--- src/rtl/vinst_issue.sv ---
// Instruction issue queue: host pushes sa_inst_t words, the vector controller
// sees the oldest word show-ahead and retires it with a one-cycle ird pulse.
package vinst_pkg;
  typedef struct packed {
    logic [7:0] opcode;
    logic [4:0] vd;
    logic [4:0] vs1;
    logic [4:0] vs2;
    logic [8:0] imm;
  } sa_inst_t;
endpackage

module vinst_issue
  import vinst_pkg::*;
#(
  parameter int DEPTH = 8,
  localparam int AW = $clog2(DEPTH)
) (
  input  logic          clk,
  input  logic          reset,
  input  logic          hwr,
  input  sa_inst_t      hinst,
  output logic          hfull,
  input  logic          flush,
  output sa_inst_t      inst,
  output logic          iavail,
  input  logic          ird,
  output logic [AW:0]   level,
  output logic          ovf,
  output logic          udf,
  input  logic          clr_err
);

  sa_inst_t       mem [DEPTH];
  logic [AW-1:0]  wp;
  logic [AW-1:0]  rp;
  logic [AW:0]    cnt;
  logic           push;
  logic           pop;
  logic           drop_evt;
  logic           udf_evt;

  // Valid/ready: a word transfers in on hwr while !hfull, and out on ird while
  // iavail; every output is derived from registered state only.
  assign hfull  = (cnt == (AW+1)'(DEPTH));
  assign iavail = (cnt != '0);
  assign level  = cnt;
  assign inst   = iavail ? mem[rp] : '0;

  assign push     = hwr & ~hfull;
  assign pop      = ird & iavail;
  assign drop_evt = hwr & hfull;
  assign udf_evt  = ird & ~iavail;

  always_ff @(posedge clk) begin
    if (!reset) begin
      wp  <= '0;
      rp  <= '0;
      cnt <= '0;
    end else if (flush) begin
      wp  <= '0;
      rp  <= '0;
      cnt <= '0;
    end else begin
      if (push) wp <= wp + AW'(1);
      if (pop)  rp <= rp + AW'(1);
      if (push && !pop)      cnt <= cnt + (AW+1)'(1);
      else if (pop && !push) cnt <= cnt - (AW+1)'(1);
    end
  end

  // Error flags: a same-cycle event beats clr_err; flush leaves them alone.
  always_ff @(posedge clk) begin
    if (!reset) begin
      ovf <= 1'b0;
      udf <= 1'b0;
    end else begin
      if (drop_evt)     ovf <= 1'b1;
      else if (clr_err) ovf <= 1'b0;
      if (udf_evt)      udf <= 1'b1;
      else if (clr_err) udf <= 1'b0;
    end
  end

  // Storage has no reset; stale words are never visible because cnt gates inst.
  always_ff @(posedge clk) begin
    if (reset && !flush && push) mem[wp] <= hinst;
  end

endmodule

--- config.mk ---
export PLATFORM = sky130hd
export DESIGN_NAME = vinst_issue
export DESIGN_NICKNAME = d
export VERILOG_FILES = /design/src/rtl/vinst_issue.sv
export SDC_FILE = /design/constraint.sdc
export NUM_CORES = 1
export LEC_CHECK = 0
export BUFFER_PORTS_ARGS = -buffer_cell sky130_fd_sc_hd__buf_4
export CELL_PAD_IN_SITES_DETAIL_PLACEMENT = 1
export CELL_PAD_IN_SITES_GLOBAL_PLACEMENT = 2
export CORE_MARGIN = 2
export CORE_UTILIZATION = 41
export DETAILED_ROUTE_END_ITERATION = 6
export GPL_TIMING_DRIVEN = 0
export MAX_ROUTING_LAYER = met4
export PLACE_DENSITY = 0.81
export SYNTH_ARGS = -nofsm -noshare
export SYNTH_HDL_FRONTEND = slang
export SYNTH_SLANG_ARGS = --single-unit
--- constraint.sdc ---
create_clock -name clk -period 4.6 [get_ports clk]
set_input_delay 0.46 -clock clk [delete_from_list [all_inputs] [get_ports clk]]
set_output_delay 0.46 -clock clk [all_outputs]
set_load 0.03 [all_outputs]
# After elaboration in Yosys (flattened, before gate mapping)
# Memories as Yosys holds them, arrays and structs flattened. A register that Yosys moved wholly into a read port is not among the register bits.
# Cells that the tools add are included.
# word_totals
regBits	12
ramBits	256
input_bits	38
out_inout_bits	40
elab_cells	40
n_memories	1
# op_classes
addsub	4
eq_ne	1
muxes	10
n_bitwise	7
n_reduce_logical	12
# memory_table
name	depth	word_bits	rd	rd_ports_with_merged_regs	write_ports	line	source
mem	8	32	1	1	1	34	sa_inst_t mem [DEPTH];
# ops
operator	n
2-to-1 mux 32 bit	1
2-to-1 mux 4 bit	2
adder 3 x 1 -> 3 bit (second input constant)	2
2-to-1 mux 3 bit	2
nonzero test 2 bit	3
2-to-1 mux 1 bit	5
adder 4 x 1 -> 4 bit (second input constant)	1
AND 1 bit	4
== test 4 bit (second input constant)	1
logical AND 1 bit	4
nonzero test 4 bit	1
subtractor 4 x 1 -> 4 bit (second input constant)	1
zero test 1 bit	3
inverter 1 bit	3
OR reduction 2 bit	1

# Depth between registers and ports, before layout
# Gate-level depths: netlist of the first run.
# logic_depth
depth_word	7
depth_mapped	10
depth_no_buf	10

# Least setup slack after synthesis of the first run
# Ideal clock, no wire load.
# synth_timing
path_type	register -> register
startpoint	reg cnt[0], in the netlist level[0]
endpoint	mem mem[0][0] (netlist bit) (enable)
t_arrival_ns	3.439
t_required_ns	4.139
path_slack_ns	0.700
path_stages_with_launch	6
cell_sequence	dfxtp_1 > or4b_4 > and2_4 > buf_6 > nand3b_1 > nor3_1
# synth_between
elab_chain_cells	6
# synth_rtl
element	line	source
start, declared	37	logic [AW:0] cnt;
start signal, assigned	67	if (push && !pop) cnt <= cnt + (AW+1)'(1);
start signal, assigned	68	else if (pop && !push) cnt <= cnt - (AW+1)'(1);
== test 4 bit	45	assign hfull = (cnt == (AW+1)'(DEPTH));
inverter 1 bit	50	assign push = hwr & ~hfull;
AND 1 bit	50	
named net push	38	logic push;
logical AND 1 bit	87	if (reset && !flush && push) mem[wp] <= hinst;
2-to-1 mux 1 bit	87	
2-to-1 mux 1 bit (not written as such)	87	
end, declared	34	
# The timed path passes the listed nets, and every way through them passes these cells.

==> results of run 1 <==
[worst max-delay path: cells and delay by family (launching register included)]
kind | cells | cell delay, ns
flip-flops | 1 | 0.30
multiplexers | 2 | 0.59
AND/OR/NAND/NOR | 1 | 0.11
buffers and inverters | 3 | 1.11
[synth_stat cells, types with 3 or more instances]
library cell	count	area (µm²)
mux4_2	64	1441
nor2_1	50	187.7
inv_1	5	18.77
buf_2	7	35.03
buf_1	7	26.28
a21oi_1	5	25.02
nand2b_1	3	18.77
clkbuf_1	8	30.03
edfxtp_1	256	7687
nor2b_1	4	25.02
nand3_1	6	30.03
dfxtp_1	15	300.3
ha_1	5	62.56
xor2_1	4	35.03
mux2i_1	34	340.3
nand2_1	3	11.26
[layout make-up]
class / count / area [µm²]
Tap cell: 330 / 412.9
Fill cell: 2290 / 12460
Sequential cell: 271 / 7988
Clock inverter: 15 / 166.4
Clock buffer: 34 / 744.5
Buffer: 24 / 110.1
Timing Repair Buffer: 90 / 784.5
Multi-Input combinational cell: 190 / 2356
Inverter: 5 / 18.77
[cells in the final DEF, fill, tap and decap left out, types with 3 or more instances in the layout]
cell type,synthesis,layout
a21oi_1,5,5
buf_1,7,7
buf_12,0,5
buf_2,7,7
buf_4,1,79
buf_6,1,6
bufinv_16,0,3
clkbuf_1,8,13
clkbuf_16,0,29
clkinv_1,0,3
clkinv_2,0,5
dfxtp_1,15,15
edfxtp_1,256,256
ha_1,5,5
inv_1,5,5
mux2i_1,34,34
mux4_2,64,64
nand2_1,3,3
nand2b_1,3,3
nand3_1,6,6
nor2_1,50,44
nor2_4,0,6
nor2b_1,4,4
xor2_1,4,4
[state kept, by name, summed over array words and instances, names as in the netlist, named ones only]
name	count
mem	256
level	4
rp	3
wp	3
ovf	1
udf	1
[stage by stage]
| stage | hold slack, ns | instance area, µm² |
|---|---|---|
| 6_report | 0.1618 | 12580 |
| 2_1_floorplan | 0.4541 | 10420 |
| 4_1_cts | 0.1439 | 12580 |
| 3_3_place_gp | 0.4715 | 11410 |
| 3_5_place_dp | 0.4913 | 11670 |
| 5_1_grt | 0.1481 | 12580 |
[power breakdown]
group	switching [mW]	total, mW	leakage (nW)	internal (mW)
logic	0.447	0.717	1.18	0.271
registers	0.0194	2.74	2.43	2.72
clock network	0.903	2.22	0.441	1.32
total	1.37	5.68	4.05	4.31
[how the worst max path moves through the flow]
stage / from / end / slack (ns) / depth (start not counted)
finish: flip-flop / inst[14] / 1.49 / 6
global route: flip-flop / inst[24] / 1.34 / 6
detailed placement: level[1] / level[3] / 1.71 / 10
floorplan: level[0] / mem[0][0] / 0.70 / 5
CTS: flip-flop / inst[14] / 1.45 / 6
global placement: level[0] / mem[4][19] / -1.45 / 5
[logic make-up (layout without fill, tap and decap cells)]
family                     count (synthesis)  after routing  synth area share, %
buffers and inverters                     29            168                1.237
xor gates and xnor gates                   6              6               0.5044
AOI/OAI and AO/OA                          8              8               0.4804
and+or+nand+nor                           72             72                3.207
adders and majority gates                  6              6               0.7927
DFF                                      271            271                76.68
muxes                                     98             98                17.10
[layer usage]
layer	share of wire, %	vias up	track usage [%]
met2	52	106	30.53
li1	-	2227	-
met4	2.0	0	4.666
met3	3.6	30	2.768
met5	0	-	-
met1	43	2748	22.37
==> out/results.tsv, run 1 <==
stage	metric	value	unit
placed_design	pre-CTS WS	1.709	ns
yosys	Mean Syn Cell Area	21.26	µm²
worst_setup_path	FF-to-FF Start	level[1]	
yosys	Synth Instances	490	
worst_setup_path	cells on worst reg2reg path	10	
worst_setup_path	Worst Setup Path Type	flip-flop to output port	
clock_tree	CTS sink count	271	
flow_run	Max Cap Violations	0	
yosys	Syn. warnings	0	
worst_setup_path	CP cell instances	buf_2, buf_1, mux4_2, mux2i_1, nor2_1, buf_4	
worst_setup_path	CP startpoint kind	flip-flop	
yosys	Async SR Flop Fraction	0	%
clock_tree	CTS Buf Count	28	
worst_setup_path	R2R Path End	level[3]	
yosys	syn nets	534	
sta	fin crit share	67.64	%
cells_and_area	# diodes	0	
worst_setup_path	Critical Path Slowest Stage Cell	buf_1	
min_path	Hold Path End	mem[2][26]	
yosys	Post-synth EDFFs	256	
global_routing	total grt overflow	0	
worst_setup_path	CP required	4.14	ns
power_and_ir_drop	power per cell area	451.6	nW/µm²
yosys	Yosys cell types	28	
min_path	worst hold path type	input port to flip-flop	
routing	vias per inst	5.330	
floorplanning	Core Area	25040	µm²
cells_and_area	Final nets	654	
run_status	status	complete, no violations	
clock_tree	Worst-path clk slew	0.06	ns
sta	Slew Limit Fails	0	
global_routing	initial antenna violation count	0	
worst_setup_path	CP arrival	2.65	ns
global_routing	vias in the first global route	5674	
sta	f_max	321.4	MHz
floorplanning	Ports	78	
cells_and_area	final core occ	50.25	%
cells_and_area	Area Growth Syn to Fin	20.77	%
global_routing	Tot GR Track Use	17.84	%
clock_tree	Post-CTS Setup Bufs	0	
clock_tree	Resized cells post-CTS	0	
clock_tree	CTS tree	yes	
sta	RSZ-0062 raised after global routing	no	
sta	setup TNS	0	ns
min_path	min-delay src	hinst[26]	
placed_design	RePlAce Congestion	0.7023	
worst_setup_path	Worst Setup End Kind	output port	
sta	transition time of the tightest slew-check pin	0.9049	ns
cells_and_area	final std cells w/o fill	959	
routing	DRT iter0 DRCs	369	
floorplanning	Die Y	163.4	µm
yosys	main flop type after synthesis	edfxtp_1	
sta	slew margin rel.	39.34	%
worst_setup_path	R2R Setup Slk	1.74	ns
routing	DR vias	5111	
sta	Fin. Hold Viols	0	
cells_and_area	share of cells above drive strength 1	34.34	%
placed_design	placed cell count	910	
worst_setup_path	CP max stage delay	0.66	ns
global_routing	global-route wire length before repair	33870	µm
yosys	synthesized area	10420	µm²
clock_tree	clk_lat worst skew	0.53	ns
sta	Final WS setup	1.489	ns
routing	Final ANT Viol Nets	0	
clock_tree	clk buf depth	3	
yosys	Synth Register Bits	271	
clock_tree	H-tree levels	1	
floorplanning	Initial Util	41.61	%
sta	setup violators final	0	
power_and_ir_drop	Leak	4.047	nW
min_path	WHS Path Cells	1	
worst_setup_path	Crit Path Max Fanout	10	
floorplanning	overall die width	163.4	µm
routing	Total Wirelength	22350	µm
routing	drt first pass iters	4	
clock_tree	CTS Hold Bufs	0	
routing	Wirelength per Cell	23.31	µm
yosys	sequential fraction of the synthesis area	76.68	%
placed_design	number of port buffers	77	
power_and_ir_drop	Total Power	5.681	mW
floorplanning	Cell Rows	58	
placed_design	dpl hpwl	13930	µm
sta	Tmin final	3.111	ns
clock_tree	CTS root buf	clkbuf_16	
power_and_ir_drop	peak supply drop	0.2636	mV
sta	clock skew	0.009803	ns
routing	drc violations	0	
floorplanning	Die ar.	26700	µm²
global_routing	largest net degree at the start of global routing	25	
Note: power is estimated with default switching activity, not from simulation.
==> run 2: changes to the inputs <==
PLACE_DENSITY = 0.83   (was 0.81)
clock period = 2.5 ns   (was 4.6 ns; I/O delays follow)
==> run 2 against run 1 <==
Net effect:
- worst setup slack worse by 1.5 ns
- flip-flop and latch count stayed put
- clock skew about the same
- the flow now finishes with violations (negative setup slack)
- first-iteration DRC count decreased by 19%
==> out/results.tsv, run 2 (same netlist as run 1, synthesis figures left out) <==
stage	metric	value	unit
sta	Slew Limit Fails	0	
routing	Final ANT Viol Nets	0	
power_and_ir_drop	Leak	4.518	nW
worst_setup_path	stages on the worst setup path	6	
cells_and_area	Top reg by flops	mem	
worst_setup_path	CP arrival	2.28	ns
clock_tree	CTS Buf Count	28	
power_and_ir_drop	power per cell area	793.3	nW/µm²
placed_design	pre-CTS WS	-0.2167	ns
cells_and_area	max reg flops	256	
cells_and_area	area of the multi-input gates	2469	µm²
cells_and_area	Seq. cell area	8006	µm²
floorplanning	Die ar.	26700	µm²
floorplanning	Ports	78	
min_path	min-delay src	hwr	
clock_tree	clk buf depth	3	
clock_tree	Worst-path clk slew	0.06	ns
routing	drt first pass iters	4	
clock_tree	CTS tree	yes	
worst_setup_path	Worst path most repeated cell	buf_12	
clock_tree	CTS root buf	clkbuf_16	
flow_run	Max Cap Violations	0	
sta	clock skew	0.009984	ns
sta	Fin. Hold Viols	0	
routing	DR vias	5358	
global_routing	vias in the first global route	5983	
routing	drc violations	0	
cells_and_area	FILL cells	2251	
power_and_ir_drop	peak supply drop	0.5359	mV
placed_design	number of port buffers	77	
sta	RSZ-0062 raised after global routing	yes	
cells_and_area	# diodes	0	
routing	vias per inst	5.227	
global_routing	global-route wire length before repair	37080	µm
sta	setup violators final	7	
sta	transition time of the tightest slew-check pin	0.7218	ns
sta	Tmin final	2.528	ns
floorplanning	overall die width	163.4	µm
worst_setup_path	Worst Setup End Kind	output port	
worst_setup_path	CP cell instances	buf_12, buf_12, mux4_2, mux2i_2, nor2_1, buf_4	
global_routing	largest net degree at the start of global routing	25	
sta	Final WS setup	-0.02753	ns
cells_and_area	Final nets	717	
sta	final hold slack	0.01254	ns
cells_and_area	Area Growth Syn to Fin	31.58	%
clock_tree	H-tree levels	1	
sta	slew margin rel.	51.77	%
clock_tree	clk_lat worst skew	0.54	ns
cells_and_area	most common cell after layout, fill and taps aside	edfxtp_1	
routing	Total Wirelength	24660	µm
run_status	failing checks	negative setup slack	
worst_setup_path	Critical Path Slowest Stage Cell	mux4_2	
sta	fin crit share	101.1	%
worst_setup_path	buffer and inverter count on the worst path	3	
floorplanning	Die Y	163.4	µm
sta	f_max	395.6	MHz
worst_setup_path	CP startpoint kind	flip-flop	
floorplanning	Core Area	25040	µm²
placed_design	dpl hpwl	14700	µm
worst_setup_path	cells on worst reg2reg path	10	
run_status	status	finished with violations	
worst_setup_path	Worst Setup Path Type	flip-flop to output port	
cells_and_area	most frequent cells in the layout	edfxtp_1 (256), buf_4 (98), mux4_2 (64)	
global_routing	Tot GR Track Use	19.72	%
routing	DRT iter0 DRCs	300	
floorplanning	Initial Util	41.61	%
worst_setup_path	Crit Path Max Fanout	8	
placed_design	RePlAce Congestion	0.6892	
routing	Wirelength per Cell	24.06	µm
global_routing	total grt overflow	0	
worst_setup_path	delay-heaviest family, CP	multiplexers	
floorplanning	Cell Rows	58	
worst_setup_path	FF-to-FF Start	level[2]	
cells_and_area	final core occ	54.75	%
clock_tree	CTS sink count	271	
min_path	worst hold path type	input port to flip-flop	
global_routing	initial antenna violation count	0	
worst_setup_path	CP required	2.25	ns
worst_setup_path	CP max stage delay	0.54	ns
cells_and_area	share of cells above drive strength 1	40.43	%
min_path	WHS Path Cells	3	
==> run 2: cell count changes in the layout (fill, tap and decap cells not counted), sizes merged <==
cell,delta
inv,+1
dlygate4sd3,+34
clkinv,+1
clkbuf,+2
buf,+28
==> run 2: worst min-delay path: cells and delay by family <==
kind	cells	cell delay, ns
simple gates	1	0.11
compound gates	1	0.05
buf+inv	1	0.09
==> run 2: timing repair <==
action | in CTS | in global routing
buffers inserted | 13 | 16
resized for setup | 77 | 14
gates cloned | 7 | 0
setup endpoints to repair | 68 | 78
endpoints found under the hold margin | 258 | 0
hold buffers | 34 | 0
pin swaps | 3 | 10
==> run 2: layer usage <==
layer / track usage (%) / up-vias / routed length [µm]
met5: - / - / 0
met4: 6.758 / 0 / 633
met3: 2.920 / 42 / 1464
met2: 34.23 / 201 / 12990
met1: 23.67 / 2753 / 9571
li1: - / 2362 / -
==> run 2: worst paths after layout <==
| path | to | slack [ns] |
|---|---|---|
| max | inst[2] | -0.03 |
| min | ovf | 0.01 |
| max reg2reg | level[3] | 0.11 |
| min reg2reg | rp[1] | 0.52 |
==> run 2: area by class of cell <==
cell class	count	share of cell area (%)
buffer	24	1.899
clock buffer	35	5.678
clock inverter	17	1.187
inverter	5	0.1734
multi-input combinational	190	18.01
sequential	271	58.41
tap	330	3.012
timing repair buffer	153	11.63
==> run 2: power by group <==
group	total (mW)	switching (mW)	internal, mW
sequential	5.05	0.0417	5.01
combinational	1.60	0.892	0.703
clock	4.22	1.72	2.51
total	10.9	2.65	8.23
==> run 2: through the flow <==
step / TNS, ns / total power, mW / instance area [µm²] / std cells
final: -0.1119 / 10.87 / 13710 / 1025
after global routing: -0.8361 / 11.21 / 13710 / 1025
after CTS: -0.2123 / 10.92 / 13580 / 1013
after detailed placement: -3.936 / 6.483 / 11740 / 907
after global placement: -169.72 / 6.425 / 11460 / 897
after floorplan: 0 / 5.948 / 10470 / 490
==> run 3: changes to the inputs <==
clock period = 2.2 ns   (was 2.5 ns; I/O delays follow)
==> run 3 against run 2 <==
Net effect:
- the run still ends with negative setup slack left
- first-iteration DRC count up 26%
- clock skew up 0.0037 ns
- register-to-register slack got worse by 0.16 ns
- global-route usage is 0.82 points lower
- critical endpoint is now inst[12]
- critical path depth did not move
- combinational power grew 22%
- largest power group unchanged
- cell count is 0.29% higher
- sequential share of layout area increased by 0.39 points
- highest routed layer unchanged
==> out/results.tsv, run 3 (same netlist as run 1, synthesis figures left out) <==
stage	metric	value	unit
run_status	status	finished with violations	
run_status	failing checks	negative setup slack	
worst_setup_path	Worst Setup End Kind	output port	
sta	RSZ-0062 raised after global routing	yes	
cells_and_area	area of the multi-input gates	2555	µm²
placed_design	RePlAce Congestion	0.7015	
global_routing	vias in the first global route	5949	
cells_and_area	Area Growth Syn to Fin	30.71	%
worst_setup_path	CP arrival	2.24	ns
worst_setup_path	CP cell instances	buf_12, buf_12, mux4_2, mux2i_2, nor2_1, buf_4	
sta	slew margin rel.	49.88	%
min_path	WHS Path Cells	3	
worst_setup_path	R2R Setup Slk	-0.05	ns
sta	Slew Limit Fails	0	
worst_setup_path	buffer and inverter count on the worst path	3	
placed_design	number of port buffers	77	
worst_setup_path	delay-heaviest family, CP	multiplexers	
power_and_ir_drop	clock network power share	36.3	%
routing	drc violations	0	
routing	DRT iter0 DRCs	377	
global_routing	initial antenna violation count	1	
worst_setup_path	CP max stage delay	0.55	ns
routing	Final ANT Viol Nets	0	
power_and_ir_drop	sequential share of power	47.5	%
clock_tree	CTS Buf Count	27	
sta	f_max	406.2	MHz
cells_and_area	Final nets	721	
routing	drt first pass iters	4	
floorplanning	Ports	78	
global_routing	largest net degree at the start of global routing	33	
power_and_ir_drop	Leak	4.460	nW
sta	clock skew	0.01369	ns
global_routing	Tot GR Track Use	18.90	%
sta	Final WS setup	-0.2621	ns
placed_design	dpl hpwl	14310	µm
cells_and_area	Top reg by flops	mem	
sta	Tmin final	2.462	ns
cells_and_area	most frequent cells in the layout	edfxtp_1 (256), buf_4 (102), mux4_2 (64)	
sta	fin crit share	111.9	%
cells_and_area	final core occ	54.39	%
power_and_ir_drop	Comb power frac	16.2	%
routing	Wirelength per Cell	24.13	µm
floorplanning	overall die width	163.4	µm
global_routing	total grt overflow	0	
worst_setup_path	CP required	1.98	ns
sta	transition time of the tightest slew-check pin	0.7501	ns
sta	final hold slack	0.02074	ns
floorplanning	Die Y	163.4	µm
worst_setup_path	cells on worst reg2reg path	9	
floorplanning	Die ar.	26700	µm²
flow_run	Max Cap Violations	0	
power_and_ir_drop	switch share	24.60	%
worst_setup_path	stages on the worst setup path	6	
cells_and_area	FILL cells	2230	
cells_and_area	share of cells above drive strength 1	41.46	%
cells_and_area	most common cell after layout, fill and taps aside	edfxtp_1	
clock_tree	H-tree levels	1	
clock_tree	CTS root buf	clkbuf_16	
clock_tree	CTS tree	yes	
routing	DR vias	5317	
floorplanning	Core Area	25040	µm²
power_and_ir_drop	internal power	9.088	mW
cells_and_area	Seq. cell area	8006	µm²
worst_setup_path	CP startpoint kind	flip-flop	
sta	setup violators final	33	
routing	vias per inst	5.172	
worst_setup_path	Worst path most repeated cell	buf_12	
clock_tree	CTS sink count	271	
power_and_ir_drop	peak supply drop	0.5288	mV
min_path	worst hold path type	input port to flip-flop	
sta	Fin. Hold Viols	0	
cells_and_area	max reg flops	256	
global_routing	global-route wire length before repair	35800	µm
power_and_ir_drop	power per cell area	885.2	nW/µm²
routing	Total Wirelength	24800	µm
clock_tree	clk_lat worst skew	0.53	ns
worst_setup_path	Crit Path Max Fanout	9	
floorplanning	Initial Util	41.61	%
power_and_ir_drop	net switching power	2.965	mW
floorplanning	Cell Rows	58	
worst_setup_path	Critical Path Slowest Stage Cell	mux4_2	
worst_setup_path	Worst Setup Path Type	flip-flop to output port	
clock_tree	clk buf depth	3	
clock_tree	Worst-path clk slew	0.06	ns
==> run 3: cell types whose count changed in the layout (fill, tap and decap cells not counted), sizes merged <==
cell | previous run | this run
bufinv | 3 | 2
clkbuf | 44 | 45
clkinvlp | 2 | 1
nor2 | 50 | 53
inv | 6 | 5
buf | 134 | 137
diode | 0 | 1
clkinv | 11 | 9
==> run 3: power groups by stage <==
stage,registers (mW),clock network (mW),logic (mW)
4_1_cts,5.73,4.43,1.88
6_report,5.73,4.37,1.95
2_1_floorplan,5.88,0,0.930
5_1_grt,5.73,4.62,2.08
3_5_place_dp,5.85,0,1.57
3_3_place_gp,5.85,0,1.51
==> run 3: repair_timing <==
item                                    CTS  global route
hold buffers                             34             0
endpoints found under the setup margin  236           146
cloned                                    4             5
pin swaps                                18            13
buffers inserted                         24            13
gates resized for setup                  77            31
endpoints found under the hold margin   258             0
==> run 3: cell type report <==
cell class,instances,area share (%)
clock inverters,12,0.8637
plain buffers,23,1.810
diodes,1,0.01838
multi-input cells,193,18.76
repair buffers,156,11.27
clock buffers,37,5.238
well taps,330,3.032
flip-flops and latches,271,58.80
inverters,5,0.2113
==> run 3: per-stage QoR <==
| step | TNS (ns) | worst slack [ns] | power, mW | cell area [µm²] | cells |
|---|---|---|---|---|---|
| finish | -6.590 | -0.2621 | 12.05 | 13620 | 1028 |
| global route | -9.546 | -0.3487 | 12.44 | 13620 | 1028 |
| CTS | -19.92 | -0.2856 | 12.04 | 13450 | 1014 |
| detailed placement | -43.05 | -0.4271 | 7.422 | 11730 | 904 |
| global placement | -172.70 | -0.9957 | 7.355 | 11540 | 897 |
| floorplan | -22.75 | -0.1609 | 6.806 | 10550 | 490 |
==> run 3: path summary, 6_finish.rpt <==
check,from,to
max,flip-flop,inst[12]
min,ird,udf
max reg2reg,level[0],level[3]
min reg2reg,rp[1],flip-flop
==> run 3: tightest hold or removal path, delay by kind of cell <==
family | cells | cell delay, ns
buffers and inverters | 1 | 0.12
AND/OR/NAND/NOR | 1 | 0.11
AO/OA/AOI/OAI | 1 | 0.06
==> run 3: metal layers <==
metal,GRT usage (%),wire length [µm],vias to the layer above
met2,32.91,13250,147
met5,-,0,-
met4,7.080,557,0
met3,2.616,1040,38
li1,-,-,2371
met1,22.46,9955,2761
